--- src/rtl/hero_write_rx.sv ---
// hero_write_rx: receive endpoint of the hero write bus.
// It samples framed beats from the hero bus and checks their framing. Beats are
// buffered in a DEPTH-entry FIFO. The FIFO head is presented to a downstream
// consumer on a valid/ready stream, tagged with beat index, last and abort flags.
module hero_write_rx #(
  parameter int DEPTH     = 8,
  parameter int MAX_BEATS = 16
) (
  input  logic                         clk,
  input  logic                         rst,
  input  logic [1:0]                   hero_cycle_type,
  input  logic [35:0]                  hero_wdat,
  input  logic [6:0]                   hero_sub,
  input  logic                         hero_clk_en,
  output logic                         out_valid,
  input  logic                         out_ready,
  output logic [35:0]                  out_wdat,
  output logic [6:0]                   out_sub,
  output logic [$clog2(MAX_BEATS)-1:0] out_beat_idx,
  output logic                         out_last,
  output logic                         out_abort,
  output logic                         err_overflow,
  output logic                         err_protocol,
  output logic [15:0]                  txn_count
);

  localparam int DATA_W = 36;
  localparam int SUB_W  = 7;
  localparam int IW     = $clog2(MAX_BEATS);
  localparam int AW     = $clog2(DEPTH);
  localparam int PW     = AW + 1;

  typedef enum logic [1:0] {
    CYC_IDLE    = 2'd0,
    CYC_VALID   = 2'd1,
    CYC_DONE    = 2'd2,
    CYC_ILLEGAL = 2'd3
  } cycle_type_e;

  typedef enum logic [1:0] {
    IDLE_S   = 2'd0,
    IN_TXN_S = 2'd1,
    DROP_S   = 2'd2
  } state_t;

  typedef struct packed {
    logic              abort;
    logic              last;
    logic [IW-1:0]     idx;
    logic [SUB_W-1:0]  sub;
    logic [DATA_W-1:0] wdat;
  } entry_t;

  state_t        state;
  logic [IW-1:0] idx;
  logic          pending_abort;
  logic [PW-1:0] wr_ptr;
  logic [PW-1:0] rd_ptr;
  logic [PW-1:0] count;
  entry_t        mem [DEPTH];
  entry_t        head;
  entry_t        push_entry;

  logic push;
  logic pop;
  logic full;
  logic beat;
  logic is_done;
  logic illegal;
  logic blocked;
  logic beat_ovf;
  logic beat_ok;
  logic at_max;
  logic marker_go;

  assign count     = wr_ptr - rd_ptr;
  assign full      = (count == PW'(DEPTH));
  assign out_valid = (count != '0);
  assign pop       = out_valid & out_ready;
  assign head      = mem[rd_ptr[AW-1:0]];

  // Head fields are forced to zero when the FIFO is empty so that reset is visible at once.
  always_comb begin
    out_wdat     = '0;
    out_sub      = '0;
    out_beat_idx = '0;
    out_last     = 1'b0;
    out_abort    = 1'b0;
    if (out_valid) begin
      out_wdat     = head.wdat;
      out_sub      = head.sub;
      out_beat_idx = head.idx;
      out_last     = head.last;
      out_abort    = head.abort;
    end
  end

  // Decode the sampled cycle and choose at most one FIFO push; a pending marker wins the slot.
  always_comb begin
    beat       = hero_clk_en && ((hero_cycle_type == CYC_VALID) || (hero_cycle_type == CYC_DONE));
    is_done    = (hero_cycle_type == CYC_DONE);
    illegal    = hero_clk_en && (hero_cycle_type == CYC_ILLEGAL);
    at_max     = (idx == IW'(MAX_BEATS - 1));
    marker_go  = pending_abort && !full;
    blocked    = full || pending_abort;
    beat_ovf   = beat && (state != DROP_S) && blocked;
    beat_ok    = beat && (state != DROP_S) && !blocked;
    push       = 1'b0;
    push_entry = '0;
    if (marker_go) begin
      push             = 1'b1;
      push_entry.abort = 1'b1;
      push_entry.last  = 1'b1;
    end else if (beat_ok) begin
      push            = 1'b1;
      push_entry.wdat = hero_wdat;
      push_entry.sub  = hero_sub;
      push_entry.idx  = (state == IDLE_S) ? '0 : idx;
      push_entry.last = is_done || ((state == IN_TXN_S) && at_max);
    end
  end

  // Beat storage is data only and carries no reset.
  always_ff @(posedge clk) begin
    if (push) mem[wr_ptr[AW-1:0]] <= push_entry;
  end

  // Framing FSM, FIFO pointers, abort bookkeeping, error pulses and transaction counter.
  always_ff @(posedge clk or posedge rst) begin
    if (rst) begin
      state         <= IDLE_S;
      idx           <= '0;
      pending_abort <= 1'b0;
      wr_ptr        <= '0;
      rd_ptr        <= '0;
      err_overflow  <= 1'b0;
      err_protocol  <= 1'b0;
      txn_count     <= '0;
    end else begin
      err_overflow <= beat_ovf;
      err_protocol <= illegal || (beat_ok && (state == IN_TXN_S) && !is_done && at_max);
      if (push) wr_ptr <= wr_ptr + PW'(1);
      if (pop)  rd_ptr <= rd_ptr + PW'(1);
      if (marker_go) pending_abort <= 1'b0;
      // An overflow caused only by a still-pending marker must not re-arm it.
      if (beat_ovf && !pending_abort) pending_abort <= 1'b1;
      if (beat) begin
        case (state)
          IDLE_S: begin
            if (beat_ovf) begin
              state <= DROP_S;
            end else if (is_done) begin
              txn_count <= txn_count + 16'd1;
            end else begin
              state <= IN_TXN_S;
              idx   <= IW'(1);
            end
          end
          IN_TXN_S: begin
            if (beat_ovf) begin
              state <= DROP_S;
            end else if (is_done) begin
              state     <= IDLE_S;
              txn_count <= txn_count + 16'd1;
            end else if (at_max) begin
              state <= DROP_S;
            end else begin
              idx <= idx + IW'(1);
            end
          end
          default: begin
            if (is_done) state <= IDLE_S;
          end
        endcase
      end
    end
  end

endmodule

--- config.mk ---
export PLATFORM = sky130hd
export DESIGN_NAME = hero_write_rx
export DESIGN_NICKNAME = d
export VERILOG_FILES = /design/src/rtl/hero_write_rx.sv
export SDC_FILE = /design/constraint.sdc
export NUM_CORES = 1
export LEC_CHECK = 0
export CAP_MARGIN = 20
export CORE_MARGIN = 8
export CORE_UTILIZATION = 59
export DETAILED_ROUTE_END_ITERATION = 16
export GPL_ROUTABILITY_DRIVEN = 0
export PLACE_DENSITY = 0.82
export REMOVE_ABC_BUFFERS = 1
export SLEW_MARGIN = 0
export SYNTH_ARGS = -nofsm -noshare
export SYNTH_HDL_FRONTEND = slang
export SYNTH_SLANG_ARGS = --single-unit
export TNS_END_PERCENT = 10
--- constraint.sdc ---
create_clock -name clk -period 6.6 [get_ports clk]
set_clock_uncertainty 0.05 [all_clocks]
set_input_delay 1.32 -clock clk [delete_from_list [all_inputs] [get_ports clk]]
set_output_delay 1.32 -clock clk [all_outputs]
set_load 0.01 [all_outputs]
==> impl.org <==
** Critical path
- STA classifies the critical path endpoint as a primary output.
- Data on the critical path arrives at its endpoint at 3.94 ns.
- Worst Path Max Fanout :: 53
- STA classifies the critical path startpoint as a flip-flop.
- Data on the critical path is required at its endpoint by 5.23 ns.
- By startpoint and endpoint, the worst setup path is classified as reg2out.

** Finish
- Count of inserted antenna diode cells :: 0
- Excluding fillers, the count of instances in the completed layout stands at around 1500.
- Of the cells placed in the final design, the portion with a size suffix greater than 1 is 0.1822.
- Compared with the post-synthesis result, the final layout area differs by 17.91%.
- The net count of the finished layout is 1105.
- After routing the design area is 0.01998 mm2.
- Most common cell after layout, fill and taps aside :: sky130_fd_sc_hd__edfxtp_1
- Util after Layout :: 0.7018
- Most used cells in the layout excluding fill and tap cells :: 392 x sky130_fd_sc_hd__edfxtp_1, 116 x sky130_fd_sc_hd__clkdlybuf4s50_1, 110 x sky130_fd_sc_hd__nand2_1

** Logic synthesis
- Cell area after technology mapping :: approximately 0.017 mm2
- Post-Syn Area per Cell :: 18.42 um2
- Number of distinct library cells after synthesis :: 46
- Synthesis warning total :: 0
- Async set-reset flop share out of synthesis :: 0.07765
- Counting flops with a built-in enable in the synthesized netlist gives 392.
- Fraction of the mapped netlist area in simple logic gates :: 0.06808
- Main combinational cell family by area after synthesis :: multiplexers
- Leading register cell type out of synthesis :: sky130_fd_sc_hd__edfxtp_1
- Of the total synthesized cell area, the portion taken by XOR and XNOR cells is 0.01189.
- Register area share after synthesis :: 0.7435
- Of the total synthesized cell area, the portion taken by full adders, half adders and majority gates is 0.006646.
- The cell count after synthesis came out at 920.
- Compound-cell area share of the yosys netlist :: 0.02297
- In this run, synthesis produced a sequential element count of 425.
- The portion of synthesized area spent on multiplexers is 0.1323.

** Floorplan
- Core area :: roughly 0.028 mm2
- The initial utilization of the core area, before any placement, comes to 0.5951.
- Die ar. :: 0.03440 mm2
- The floorplan step set the die height to 185.5 um.
- 117 I/O pins were placed.
- Die Width :: 185.5 um
- Std cell rows :: 62

** Pwr
- Of the total power, registers draw 0.393.
- Pint :: 6292 uW
- The analysis attributes to cell leakage a power of 0.006773 uW.
- PnR Total Power :: just over 9000 uW
- IR Drop Worst-Case VDD :: 0.4132 mV
- Fraction of power consumed by the clock network :: 0.260
- Relative contribution of combinational cells to total power :: 0.347
- Of the total power, the share spent switching nets is 0.3129.
- Summed over all nets, the switching power comes to 2866 uW.
- Power Dens Cells :: 458.4 mW/mm2

** Clock network
- Counting every sink on the clock net gives 425.
- Buffers added to address setup during post-CTS repair amount to 0.
- Post-cts hold buffer count :: 0
- # resized after CTS :: 0
- The later pin in the worst-skew pair is clocked with a latency of around 0.53 ns.
- Root buffer selected by CTS :: sky130_fd_sc_hd__clkbuf_16
- Clock-pin slew was measured on the worst setup and hold paths at about 0.06 ns.
- The clock tree synthesis step divided the H-tree into 2 levels.
- Cts bufs inserted :: 42
- Maximum root-to-sink buffer count :: 3
- TritonCTS built the clock tree.

** Timing
- Based on the critical path, the design can be clocked at up to ~190 MHz.
- Slew Limit Fails :: 0
- Worst rel slew slack :: 0.4213
- After layout, the worst setup slack is 1.285 ns.
- Final critical delay including setup and external delays :: 5.315 ns
- Final setup violation count :: 0
- At the pin with the least slew margin, the transition time is 0.8680 ns.
- Setup repair after global routing left no endpoint under its margin.
- Final period util :: 0.8053
- Final count of hold timing violations :: 0

** Detailed routing
- Avg WL per Cell :: between 20 and 25 um
- Via-to-Cell Ratio :: between 6 and 7
- In the routed design, unresolved DRC markers number 0.
- Number of iterations in the first detailed-routing pass :: 5
- Routed via count :: 9013
- Iteration-0 DRC Markers :: between 800 and 900
- Count of antenna-violating nets left after detailed routing :: 0
- Total detailed-routing wirelength :: roughly 36000 um

** Global route
- The number of antenna violations at the first check in global routing was 1.
- The total overflow left after global routing is 0.
- The first global-routing pass estimated 55630 um of wire.
- Pin count of the biggest net entering global routing :: 102
- Global-route usage over all layers :: 0.2158
- The number of global-route vias before repair came to about 9400.

** Placed design
- Placed cell count :: 1387
- Instance area at placement :: between 0.015 and 0.02 mm2
- OpenSTA, run right after detailed placement, puts the worst setup slack at 1.840 ns.
- In this run the tool buffered the top-level ports with 116 buffer cells.
- Placed wire-length estimate after detailed placement :: 19010 um

** Worst hold path
- The min-delay analysis places its worst path in the category reg2reg.

** Run
- Across the run, the number of max-cap violations was 0.

** Outcome
- Outcome :: completed
-- synthesized netlist by cell type (2+ instances only) --
| cell | n | area [um2] |
|---|---|---|
| sky130_fd_sc_hd__dfrtp_1 | 33 | 825.8 |
| sky130_fd_sc_hd__o21ai_0 | 3 | 15.01 |
| sky130_fd_sc_hd__nor3_1 | 10 | 50.05 |
| sky130_fd_sc_hd__inv_1 | 8 | 30.03 |
| sky130_fd_sc_hd__nor2_1 | 15 | 56.30 |
| sky130_fd_sc_hd__buf_1 | 4 | 15.01 |
| sky130_fd_sc_hd__mux4_2 | 98 | 2207 |
| sky130_fd_sc_hd__and2_1 | 50 | 312.8 |
| sky130_fd_sc_hd__a21o_1 | 2 | 15.01 |
| sky130_fd_sc_hd__a21oi_1 | 53 | 265.3 |
| sky130_fd_sc_hd__nor4_1 | 4 | 25.02 |
| sky130_fd_sc_hd__nand3_1 | 14 | 70.07 |
| sky130_fd_sc_hd__buf_2 | 12 | 60.06 |
| sky130_fd_sc_hd__mux2_2 | 3 | 33.78 |
| sky130_fd_sc_hd__nand3b_1 | 3 | 22.52 |
| sky130_fd_sc_hd__nand2_1 | 110 | 412.9 |
| sky130_fd_sc_hd__nand2b_1 | 6 | 37.54 |
| sky130_fd_sc_hd__xnor2_1 | 12 | 105.1 |
| sky130_fd_sc_hd__nand4_1 | 8 | 50.05 |
| sky130_fd_sc_hd__edfxtp_1 | 392 | 11770 |
| sky130_fd_sc_hd__and3_1 | 6 | 37.54 |
| sky130_fd_sc_hd__ha_1 | 9 | 112.6 |
| sky130_fd_sc_hd__clkbuf_2 | 4 | 20.02 |
| sky130_fd_sc_hd__clkbuf_1 | 29 | 108.9 |
| sky130_fd_sc_hd__xor2_1 | 11 | 96.34 |
-- per-layer routing --
| layer | GRT usage | up-vias | wire, um |
|---|---|---|---|
| met5 | 0 | - | 13 |
| met4 | 0.06786 | 2 | 822 |
| met3 | 0.04099 | 64 | 3014 |
| met2 | 0.3570 | 451 | 18130 |
| met1 | 0.2896 | 4620 | 14500 |
| li1 | - | 3876 | - |
-- cells by family after synthesis --
group / after synthesis
and+or+nand+nor: 234
buffers and inverters: 59
muxes: 101
AOI/OAI and AO/OA: 69
xor gates and xnor gates: 23
adders and majority gates: 9
DFF: 425
-- metrics by stage --
stage | TNS [ns] | hold WS, ns
5_1_grt | 0 | 0.4490
3_5_place_dp | 0 | 0.4109
4_1_cts | 0 | 0.4262
2_1_floorplan | -544.17 | 0.4104
6_report | 0 | 0.4223
3_3_place_gp | 0 | 0.4081
-- cell type report --
class,instances,area [um2]
well taps,384,480.5
clock buffers,51,1105
flip-flops and latches,425,12610
multi-input cells,436,4145
repair buffers,133,1326
fillers,1683,8491
inverters,9,33.78
clock inverters,27,282.8
-- worst paths after layout --
kind                                from             to  slack [ns]  cells past startpoint
min in group asynchronous            rst  txn_count[15]        1.13                      3
min reg2reg                txn_count[15]  txn_count[15]        0.42                      1
max reg2reg                    rd_ptr[1]     mem[1][12]        2.42                      8
max in group asynchronous            rst      rd_ptr[1]        5.03                      3
min                        txn_count[15]  txn_count[15]        0.42                      1
max                            rd_ptr[1]     out_sub[4]        1.29                      8
-- sequential cells by signal (all words and copies together) (netlist names) --
| register | cells |
|---|---|
| err_overflow | 1 |
| mem | 392 |
| err_protocol | 1 |
| pending_abort | 1 |
| idx | 4 |
| wr_ptr | 4 |
| txn_count | 16 |
| rd_ptr | 4 |
| state | 2 |
-- power by group through the flow --
| stage | Sequential, uW | Combinational (uW) | Clock, uW |
|---|---|---|---|
| floorplan | 3790 | 1790 | 0 |
| global placement | 3630 | 3120 | 0 |
| detailed placement | 3650 | 3180 | 0 |
| CTS | 3600 | 3210 | 2400 |
| global route | 3630 | 3400 | 2500 |
| finish | 3600 | 3180 | 2380 |
-- worst max-delay path, stage by stage, from the launching register on --
cell                              delay, ns
sky130_fd_sc_hd__dfrtp_4               0.91
sky130_fd_sc_hd__inv_1                 0.12
sky130_fd_sc_hd__ha_1                  0.22
sky130_fd_sc_hd__nand2b_1              0.15
sky130_fd_sc_hd__xnor2_1               0.27
sky130_fd_sc_hd__o211a_2               0.78
sky130_fd_sc_hd__buf_4                 0.35
sky130_fd_sc_hd__a21oi_1               0.09
sky130_fd_sc_hd__clkdlybuf4s50_1       0.49
Note: power is estimated with default switching activity, not from simulation.
